**src/rtl/pipeline_stall_ctrl.sv**
```systemverilog
// Central pipeline sequencer that merges load-use, branch-flush and data-memory stalls into
// per-stage enables. It also keeps saturating stall/flush counters and traps memory timeouts.
module pipeline_stall_ctrl #(
  parameter int unsigned MEM_TIMEOUT = 64,
  parameter int unsigned CNT_W       = 16
) (
  input  logic             clk_i,
  input  logic             rst_i,
  input  logic             load_use_i,
  input  logic             branch_taken_i,
  input  logic             dmem_req_i,
  input  logic             dmem_ack_i,
  output logic             pc_write_o,
  output logic             ifid_write_o,
  output logic             ifid_flush_o,
  output logic             idex_bubble_o,
  output logic             pipe_en_o,
  output logic             dmem_valid_o,
  output logic             err_o,
  output logic [CNT_W-1:0] stall_cnt_o,
  output logic [CNT_W-1:0] flush_cnt_o
);

  localparam int unsigned WaitW = $clog2(MEM_TIMEOUT + 1);

  typedef enum logic [1:0] {StInit, StRun, StMemWait, StError} state_e;

  state_e             state_q, state_d;
  logic [WaitW-1:0]   wait_q, wait_d;
  logic [CNT_W-1:0]   stall_cnt_q, stall_cnt_d;
  logic [CNT_W-1:0]   flush_cnt_q, flush_cnt_d;

  logic pc_write, ifid_write, ifid_flush, idex_bubble, pipe_en, dmem_valid, err;
  logic issue;  // evaluate the load-use / branch / normal rules this cycle

  always_comb begin
    state_d     = state_q;
    wait_d      = wait_q;
    pc_write    = 1'b0;
    ifid_write  = 1'b0;
    ifid_flush  = 1'b0;
    idex_bubble = 1'b0;
    pipe_en     = 1'b0;
    dmem_valid  = 1'b0;
    err         = 1'b0;
    issue       = 1'b0;

    unique case (state_q)
      StInit: state_d = StRun;
      StRun: begin
        dmem_valid = dmem_req_i;
        if (dmem_req_i && !dmem_ack_i) begin
          state_d = StMemWait;
          wait_d  = WaitW'(1);
        end else begin
          issue = 1'b1;
        end
      end
      StMemWait: begin
        dmem_valid = 1'b1;
        // Ack is checked first so it wins over a timeout in the same cycle.
        if (dmem_ack_i) begin
          issue   = 1'b1;
          state_d = StRun;
          wait_d  = '0;
        end else if (wait_q >= WaitW'(MEM_TIMEOUT)) begin
          state_d = StError;
        end else begin
          wait_d = wait_q + WaitW'(1);
        end
      end
      StError: err = 1'b1;
      default: state_d = StInit;
    endcase

    if (issue) begin
      pipe_en = 1'b1;
      if (load_use_i) begin
        // Branch flush is suppressed: its operands are not valid until the load lands.
        idex_bubble = 1'b1;
      end else begin
        pc_write   = 1'b1;
        ifid_write = 1'b1;
        ifid_flush = branch_taken_i;
      end
    end
  end

  always_comb begin
    stall_cnt_d = stall_cnt_q;
    flush_cnt_d = flush_cnt_q;
    if (state_q == StRun || state_q == StMemWait) begin
      if (!pc_write && stall_cnt_q != '1) stall_cnt_d = stall_cnt_q + CNT_W'(1);
      if (ifid_flush && flush_cnt_q != '1) flush_cnt_d = flush_cnt_q + CNT_W'(1);
    end
  end

  always_ff @(posedge clk_i or negedge rst_i) begin
    if (!rst_i) begin
      state_q     <= StInit;
      wait_q      <= '0;
      stall_cnt_q <= '0;
      flush_cnt_q <= '0;
    end else begin
      state_q     <= state_d;
      wait_q      <= wait_d;
      stall_cnt_q <= stall_cnt_d;
      flush_cnt_q <= flush_cnt_d;
    end
  end

  assign pc_write_o    = pc_write;
  assign ifid_write_o  = ifid_write;
  assign ifid_flush_o  = ifid_flush;
  assign idex_bubble_o = idex_bubble;
  assign pipe_en_o     = pipe_en;
  assign dmem_valid_o  = dmem_valid;
  assign err_o         = err;
  assign stall_cnt_o   = stall_cnt_q;
  assign flush_cnt_o   = flush_cnt_q;

endmodule

```
**config.mk**
```make
export PLATFORM = sky130hd
export DESIGN_NAME = pipeline_stall_ctrl
export DESIGN_NICKNAME = d
export VERILOG_FILES = /design/src/rtl/pipeline_stall_ctrl.sv
export SDC_FILE = /design/constraint.sdc
export NUM_CORES = 1
export LEC_CHECK = 0
export ABC_CLOCK_PERIOD_IN_PS = 3700
export CAP_MARGIN = 20
export CELL_PAD_IN_SITES_DETAIL_PLACEMENT = 1
export CELL_PAD_IN_SITES_GLOBAL_PLACEMENT = 1
export CORE_MARGIN = 1
export CORE_UTILIZATION = 42
export CTS_CLUSTER_DIAMETER = 150
export DETAILED_ROUTE_END_ITERATION = 12
export HOLD_SLACK_MARGIN = 0.05
export PLACE_DENSITY = 0.87
export SLEW_MARGIN = 20
export SYNTH_ARGS = -nofsm -noshare
export SYNTH_HDL_FRONTEND = slang
export SYNTH_SLANG_ARGS = --single-unit
```
**constraint.sdc**
```tcl
create_clock -name clk_i -period 3.7 [get_ports clk_i]
set_clock_uncertainty 0.1 [all_clocks]
set_input_delay 0.555 -clock clk_i [delete_from_list [all_inputs] [get_ports clk_i]]
set_output_delay 0.555 -clock clk_i [all_outputs]
set_load 0.005 [all_outputs]
```
==> flow_metrics.tcl, run 1 <==
set metrics [dict create \
    cts_buffers 5 \
    place.gp.congestion 0.842 \
    ctsHtreeMaxLevel 2 \
    worstPathMaxFanout 10 \
    synth_area_leaders "dfrtp_1 (46%), xnor2_1 (6.3%), xor2_1 (3.9%)" \
    die_area_mm2 0.00562 \
    critPathRequiredTime_ns 3.04 \
    drive_above_1_share_pct 8.24 \
    synth_cells 219 \
    arrival_ns 2.18 \
    place_ws_ns 0.939 \
    setup_tns_ns 0 \
    setup_slack_ns 0.869 \
    dp_hpwl_um 3870 \
    grt_max_degree 42 \
    reg2regPathDepth 7 \
    num_vias 1830 \
    antenna-diode-count 0 \
    antenna_found_initial 0 \
    syn_to_final_growth_pct 25.9 \
    cts_sinks 41 \
    synth_warnings 0 \
    r2r_slack_ns 1.20 \
    r2r_start "state_q[1]$_DFFE_PN0P_" \
    drc_errors 0 \
    final_nets 278 \
    critical_path_class "reg -> out" \
    leakagePower_uw 0.00120 \
    row_count 26 \
    synth_edf_count 0 \
    cts.path.max_buffers 2 \
    port_buffers 44 \
    fin_util_pct 55.1 \
    timing.rr.end "flush_cnt_o[14]$_DFFE_PN0P_" \
    period_share_pct 76.5 \
    grt_pass1_vias 1901 \
    period_needed_ns 2.83 \
    setup_violations 0 \
    clk_latency_ns 0.29 \
    hold_violations 0 \
    track_usage_pct 20.9 \
    yosysSeqAreaShare_pct 45.9 \
    power_density_mw_per_mm2 538 \
    ys_seq_elements 41 \
    synth_commonest_cells "dfrtp_1 (41), nand2_1 (22), xnor2_1 (16)" \
    ys.flop_type "dfrtp_1" \
    synthesis.nets 231 \
    dr.pass1.iters 4 \
    synth_top_area_share_pct 45.9 \
    yosysTopAreaCell "dfrtp_1" \
    cts_setup_buffers 0 \
    drt_iter0_markers 47 \
    grt_pass1_wl_um 8870 \
    cts_root_buffer "clkbuf_8" \
    vias_per_cell 5.43 \
    cts_tree "done" \
    die_h_um 75.0 \
    core-area_mm2 0.00511 \
    irDropWorstVdd_v 0.000290 \
    wl_um 5210 \
    cts_hold_repair.buffers 0 \
    startpoint_type "flip-flop" \
    synth_area_per_cell_um2 10.2 \
    hold_ws_ns 0.301 \
    overflow 0 \
    rsz0062_at_grt "false" \
    drv_slew 0 \
    worst_pin_slew_ns 0.933 \
    fmax_ghz 0.353 \
    holdCritPathClass "in -> async" \
    wl_per_cell_um 15.5 \
    status "finished clean" \
    cap_violations 0 \
    netlist_area_mm2 0.00224 \
    ant_nets 0 \
    clk_pin_slew_worst_paths_ns 0.08 \
    fp.dieW_um 75.0 \
    cts-resized-gates 0 \
    synthArstFlopShare_pct 100 \
    slew_headroom_pct 37.8 \
    ys_types 45 \
    worstSetupEndpointType "output pin" \
    start_util_pct 43.8 \
    ios 45 \
    synth_most_common_cell "dfrtp_1" \
]
-- cell usage in the layout, fill, tap and decap left out, types with 4 or more instances in the layout --
cell / n
clkdlybuf4s50_1: 43
dfrtp_1: 41
nand2_1: 22
xnor2_1: 16
nor2_1: 15
nand3_1: 13
o21ai_0: 12
nand4_1: 11
inv_1: 10
xor2_1: 10
and3_1: 6
ha_1: 6
nor3_1: 5
clkbuf_8: 5
nand2b_1: 4
mux2_2: 4
-- metal layers --
metal | GRT usage (%) | part of all wire, %
met5 | 0 | 0
met4 | 7.55 | 2.5
met3 | 4.28 | 3.7
met2 | 34.5 | 47
met1 | 27.1 | 47
-- power by group --
part	leakage (uW)	internal (uW)	switching [uW]	total (uW)
registers	0.000543	523	109	632
logic	0.000616	321	275	596
clock network	0.0000450	131	154	285
-- state kept, by name (all words and copies together) (netlist names) --
| name | cells |
|---|---|
| flush_cnt_o | 16 |
| stall_cnt_o | 16 |
| wait_q | 7 |
| state_q | 2 |
-- critical path, cell delays in order, from the launching register on --
cell and delay [ns]:
dfrtp_1 0.44, inv_1 0.08, ha_1 0.39, nor2b_4 0.25, a2bb2oi_4 0.09, nor2_1 0.13
clkdlybuf4s50_1 0.51
-- how the worst max path moves through the flow --
stage / from / endpoint
after floorplan: state_q[0]$_DFFE_PN0P_ / flush_cnt_o[15]$_DFFE_PN0P_
after detailed placement: dmem_ack_i / ifid_write_o
final: state_q[1]$_DFFE_PN0P_ / pc_write_o
after global placement: dmem_ack_i / ifid_write_o
after CTS: state_q[1]$_DFFE_PN0P_ / ifid_write_o
after global routing: state_q[1]$_DFFE_PN0P_ / ifid_flush_o
-- through the flow --
step	std cells	instance area, um2	power [uW]
floorplan	219	2240	963
global placement	329	2730	1210
detailed placement	329	2730	1240
CTS	337	2810	1530
global route	337	2810	1610
finish	337	2810	1510
-- cells by family (layout without fill, tap and decap cells) --
kind of cell	Yosys count	after routing	synth area share (%)
and+or+nand+nor	94	94	23.7
buffers and inverters	14	62	2.91
muxes	5	5	2.52
adders and majority gates	6	6	3.36
xor gates and xnor gates	26	26	10.2
AOI/OAI and AO/OA	33	33	11.5
DFF	41	41	45.9
-- cell type report --
cell class	count	area [um2]
Clock buffer	6	72.6
Timing Repair Buffer	44	435
Inverter	10	37.5
Fill cell	582	2290
Multi-Input combinational cell	164	1140
Tap cell	70	87.6
Sequential cell	41	1030
Clock inverter	2	10.0
Power figures use the tool's default switching activity.
==> run 2: changes to the inputs <==
--- a/config.mk
+++ b/config.mk
@@ -5,16 +5,16 @@
 export SDC_FILE = /design/constraint.sdc
 export NUM_CORES = 1
 export LEC_CHECK = 0
-export ABC_CLOCK_PERIOD_IN_PS = 3700
+export ABC_CLOCK_PERIOD_IN_PS = 2400
 export CAP_MARGIN = 20
 export CELL_PAD_IN_SITES_DETAIL_PLACEMENT = 1
 export CELL_PAD_IN_SITES_GLOBAL_PLACEMENT = 1
 export CORE_MARGIN = 1
-export CORE_UTILIZATION = 42
+export CORE_UTILIZATION = 36
 export CTS_CLUSTER_DIAMETER = 150
 export DETAILED_ROUTE_END_ITERATION = 12
 export HOLD_SLACK_MARGIN = 0.05
-export PLACE_DENSITY = 0.87
+export PLACE_DENSITY = 0.79
 export SLEW_MARGIN = 20
 export SYNTH_ARGS = -nofsm -noshare
 export SYNTH_HDL_FRONTEND = slang
==> constraint.sdc (replaced) <==
create_clock -name clk_i -period 2.4 [get_ports clk_i]
set_clock_uncertainty 0.1 [all_clocks]
set_input_delay 0.36 -clock clk_i [delete_from_list [all_inputs] [get_ports clk_i]]
set_output_delay 0.36 -clock clk_i [all_outputs]
set_load 0.005 [all_outputs]
==> flow_metrics.tcl, run 2 (synthesized netlist as in run 1, its figures left out) <==
set metrics [dict create \
    arrival_ns 2.37 \
    core-area_mm2 0.00596 \
    met1Wirelength_um 2540 \
    fp.dieW_um 80.8 \
    worstPathMaxFanout 5 \
    grt_pass1_vias 2011 \
    wl_um 5620 \
    drt_iter0_markers 50 \
    final_nets 299 \
    hold_violations 0 \
    ios 45 \
    crit_path_cell_trace "inv_2 > ha_4 > nor2b_4 > a2bb2oi_4 > buf_4 > or4_1 > nor2_1 > mux2_1" \
    p_sw_share_pct 33.0 \
    port_buffers 44 \
    track_usage_pct 19.0 \
    cts_tree "done" \
    seq_power_share_pct 36.3 \
    startpoint_type "flip-flop" \
    overflow 0 \
    place.gp.congestion 0.769 \
    fmax_ghz 0.438 \
    ctsHtreeMaxLevel 2 \
    power_density_mw_per_mm2 874 \
    vias_per_cell 5.15 \
    critPathSlowestCell "or4_1" \
    drv_slew 0 \
    grt_pass1_wl_um 9550 \
    cts_buffers 5 \
    dr.pass1.iters 4 \
    critical_path_class "reg -> reg" \
    syn_to_final_growth_pct 36.7 \
    setup_tns_ns 0 \
    layout_commonest_cell "dfrtp_1" \
    irDropWorstVdd_v 0.000505 \
    top_layer "met4" \
    final_cell_mix "dfrtp_1 (40), clkdlybuf4s50_1 (38), nand2_1 (22)" \
    period_share_pct 95.2 \
    worst_pin_slew_ns 0.485 \
    slew_headroom_pct 67.4 \
    period_needed_ns 2.28 \
    dr_wl_met3_um 209 \
    cap_violations 0 \
    path_buf_inv 2 \
    fin_util_pct 51.3 \
    drive_above_1_share_pct 16.7 \
    critPathRequiredTime_ns 2.48 \
    clk_latency_ns 0.29 \
    pwr-share-clk_pct 21.5 \
    rsz0062_at_grt "false" \
    wl_per_cell_um 15.5 \
    cts.path.max_buffers 2 \
    power.share.combinational_pct 42.2 \
    switchingPower_uw 881 \
    setup_slack_ns 0.116 \
    worstSetupEndpointType "flip-flop" \
    grt_max_degree 18 \
    leakagePower_uw 0.00139 \
    cts_root_buffer "clkbuf_8" \
    antenna-diode-count 0 \
    cp_top_family "simple AND/OR/NAND/NOR gates" \
    die_area_mm2 0.00653 \
    dp_hpwl_um 4110 \
    status "finished clean" \
    route.met2.wl_um 2840 \
    row_count 28 \
    drc_errors 0 \
    crit_path_max_incr_delay_ns 0.52 \
    start_util_pct 37.5 \
    hold_ws_ns 0.393 \
    antenna_found_initial 0 \
    num_vias 1869 \
    setup_violations 0 \
    place_ws_ns 0.0259 \
    ant_nets 0 \
    cts_sinks 41 \
    die_h_um 80.8 \
    internal_power_uw 1790 \
    holdCritPathClass "reg -> reg" \
    clk_pin_slew_worst_paths_ns 0.08 \
]
## run 2: repair_timing
| action | in CTS | in global routing |
|---|---|---|
| setup buffers | 2 | 2 |
| setup endpoints to repair | 6 | 5 |
| hold buffers | 1 | 0 |
| pin swaps | 0 | 1 |
| resized for setup | 6 | 7 |
| hold endpoints to repair | 15 | 0 |
## run 2: path summary, 6_finish.rpt
check | cells after the start | from | end | slack, ns
hold reg to reg | 1 | wait_q[5]$_DFFE_PN0P_ | wait_q[5]$_DFFE_PN0P_ | 0.39
max in group asynchronous | 3 | rst_i | state_q[1]$_DFFE_PN0P_ | 1.24
min in group asynchronous | 2 | rst_i | flush_cnt_o[15]$_DFFE_PN0P_ | 0.42
setup / recovery | 8 | state_q[1]$_DFFE_PN0P_ | flush_cnt_o[15]$_DFFE_PN0P_ | 0.12
hold / removal | 1 | wait_q[5]$_DFFE_PN0P_ | wait_q[5]$_DFFE_PN0P_ | 0.39
setup reg to reg | 8 | state_q[1]$_DFFE_PN0P_ | flush_cnt_o[15]$_DFFE_PN0P_ | 0.12
## run 2: final cells by class
class | instances | area [um2]
multi-input combinational | 164 | 1170
inverter | 10 | 37.5
clock buffer | 7 | 86.3
fill | 676 | 2900
clock inverter | 1 | 30.0
sequential | 41 | 1030
timing repair buffer | 65 | 608
tap | 75 | 93.8
## run 2: routing by layer
| layer | track usage (%) | vias to the layer above |
|---|---|---|
| met5 | 0 | - |
| met4 | 3.57 | 0 |
| met3 | 4.94 | 6 |
| met2 | 32.8 | 40 |
| met1 | 23.9 | 911 |
| li1 | - | 912 |
## run 2: power by group through the flow
stage | clock, uW | combinational [uW] | sequential (uW)
3_3_place_gp | 0 | 992 | 972
6_report | 575 | 1130 | 970
4_1_cts | 593 | 1100 | 969
2_1_floorplan | 0 | 535 | 949
3_5_place_dp | 0 | 1020 | 979
5_1_grt | 620 | 1230 | 994
## run 2: through the flow
step	std cells	power [uW]	area [um2]
after floorplan	219	1480	2240
after global placement	350	1960	2860
after detailed placement	350	2000	2860
after CTS	361	2660	3030
after global routing	363	2840	3060
final	363	2670	3060
==> run 3: changes to the inputs <==
--- a/config.mk
+++ b/config.mk
@@ -15,6 +15,7 @@
 export DETAILED_ROUTE_END_ITERATION = 12
 export HOLD_SLACK_MARGIN = 0.05
 export PLACE_DENSITY = 0.79
+export SETUP_SLACK_MARGIN = 0.15
 export SLEW_MARGIN = 20
 export SYNTH_ARGS = -nofsm -noshare
 export SYNTH_HDL_FRONTEND = slang
==> flow_metrics.tcl, run 3 (synthesized netlist as in run 1, its figures left out) <==
set metrics [dict create \
    status "finished clean" \
    critPathRequiredTime_ns 2.48 \
    antenna_found_initial 0 \
    row_count 28 \
    dr.pass1.iters 4 \
    drive_above_1_share_pct 17.9 \
    nFillCells 679 \
    critPathSlowestCell "or4b_1" \
    layout_commonest_cell "dfrtp_1" \
    power_uw 2710 \
    holdCritPathClass "reg -> reg" \
    drt_iter0_markers 54 \
    cts_root_buffer "clkbuf_8" \
    ios 45 \
    period_needed_ns 2.22 \
    track_usage_pct 19.0 \
    cts_sinks 41 \
    wl_um 5810 \
    wl_per_cell_um 15.9 \
    slew_headroom_pct 67.3 \
    critical_path_class "reg -> reg" \
    grt_pass1_vias 2025 \
    final_cell_mix "dfrtp_1 (40), clkdlybuf4s50_1 (37), nand2_1 (22)" \
    drc_errors 0 \
    cts_buffers 5 \
    worst_pin_slew_ns 0.485 \
    port_buffers 44 \
    pwr-share-clk_pct 21.4 \
    setup_violations 0 \
    ctsHtreeMaxLevel 2 \
    hold_ws_ns 0.396 \
    die_area_mm2 0.00653 \
    power_density_mw_per_mm2 876 \
    num_vias 1900 \
    fp.dieW_um 80.8 \
    worstSetupEndpointType "flip-flop" \
    cts_tree "done" \
    rsz0062_at_grt "true" \
    fmax_ghz 0.450 \
    antenna-diode-count 0 \
    grt_pass1_wl_um 9580 \
    crit_path_max_incr_delay_ns 0.54 \
    cp_top_family "simple AND/OR/NAND/NOR gates" \
    grt_max_degree 18 \
    start_util_pct 37.5 \
    cap_violations 0 \
    seq_power_share_pct 35.8 \
    arrival_ns 2.31 \
    dp_hpwl_um 4110 \
    ant_nets 0 \
    hold_violations 0 \
    fin_util_pct 51.9 \
    core-area_mm2 0.00596 \
    worstPathMaxFanout 6 \
    path_buf_inv 3 \
    final_nets 301 \
    vias_per_cell 5.21 \
    cts.path.max_buffers 2 \
    period_share_pct 92.5 \
    power.share.combinational_pct 42.8 \
    setup_tns_ns 0 \
    leakagePower_uw 0.00137 \
    startpoint_type "flip-flop" \
    irDropWorstVdd_v 0.000513 \
    syn_to_final_growth_pct 38.2 \
    overflow 0 \
    internal_power_uw 1810 \
    die_h_um 80.8 \
    switchingPower_uw 896 \
    place.gp.congestion 0.769 \
    clk_pin_slew_worst_paths_ns 0.08 \
    clk_latency_ns 0.30 \
    crit_path_cell_trace "ha_4 > nor2b_4 > a2bb2oi_4 > buf_12 > or4b_1 > buf_6 > buf_4 > xnor2_1" \
    p_sw_share_pct 33.1 \
    drv_slew 0 \
]
run 3: stage by stage:
step / std cells / setup WS (ns) / cell area [um2]
final: 365 / 0.179 / 3090
after global routing: 365 / 0.0804 / 3090
after CTS: 362 / 0.0659 / 3030
after detailed placement: 350 / 0.0259 / 2860
after global placement: 350 / 0.0646 / 2860
after floorplan: 219 / 0.198 / 2240
run 3: final cells by class:
type | instances | area, um2 | area share (%)
clock inverter | 1 | 30.0 | 0.972
tap | 75 | 93.8 | 3.04
multi-input combinational | 164 | 1180 | 38.3
inverter | 10 | 37.5 | 1.22
sequential | 41 | 1030 | 33.3
clock buffer | 7 | 86.3 | 2.79
timing repair buffer | 67 | 632 | 20.5
run 3: timing repair:
item / in CTS / in global routing
resized for setup: 11 / 9
hold buffers: 1 / 0
buffers inserted: 3 / 3
hold endpoints to repair: 15 / 0
pin swaps: 1 / 4
endpoints found under the setup margin: 12 / 6
run 3: power groups by stage:
stage          logic [uW]  registers (uW)  clock network (uW)
2_1_floorplan         535             949                   0
3_3_place_gp          992             972                   0
3_5_place_dp         1020             979                   0
4_1_cts              1090             968                 593
5_1_grt              1260             994                 620
6_report             1160             970                 579
run 3: layer usage:
metal	global-route usage [%]	vias up	routed length, um
met5	0	-	0
met4	3.57	0	48
met3	4.94	8	226
met2	33.3	38	2950
met1	23.7	939	2580
li1	-	915	-
run 3: final timing paths:
kind                                         from                          to  slack, ns  cells after the start
max                        state_q[1]$_DFFE_PN0P_  flush_cnt_o[5]$_DFFE_PN0P_       0.18                      8
min                         wait_q[5]$_DFFE_PN0P_       wait_q[5]$_DFFE_PN0P_       0.40                      1
max reg2reg                state_q[1]$_DFFE_PN0P_  flush_cnt_o[5]$_DFFE_PN0P_       0.18                      8
min reg2reg                 wait_q[5]$_DFFE_PN0P_       wait_q[5]$_DFFE_PN0P_       0.40                      1
max in group asynchronous                   rst_i      state_q[1]$_DFFE_PN0P_       1.25                      3
min in group asynchronous                   rst_i       wait_q[4]$_DFFE_PN0P_       0.42                      2
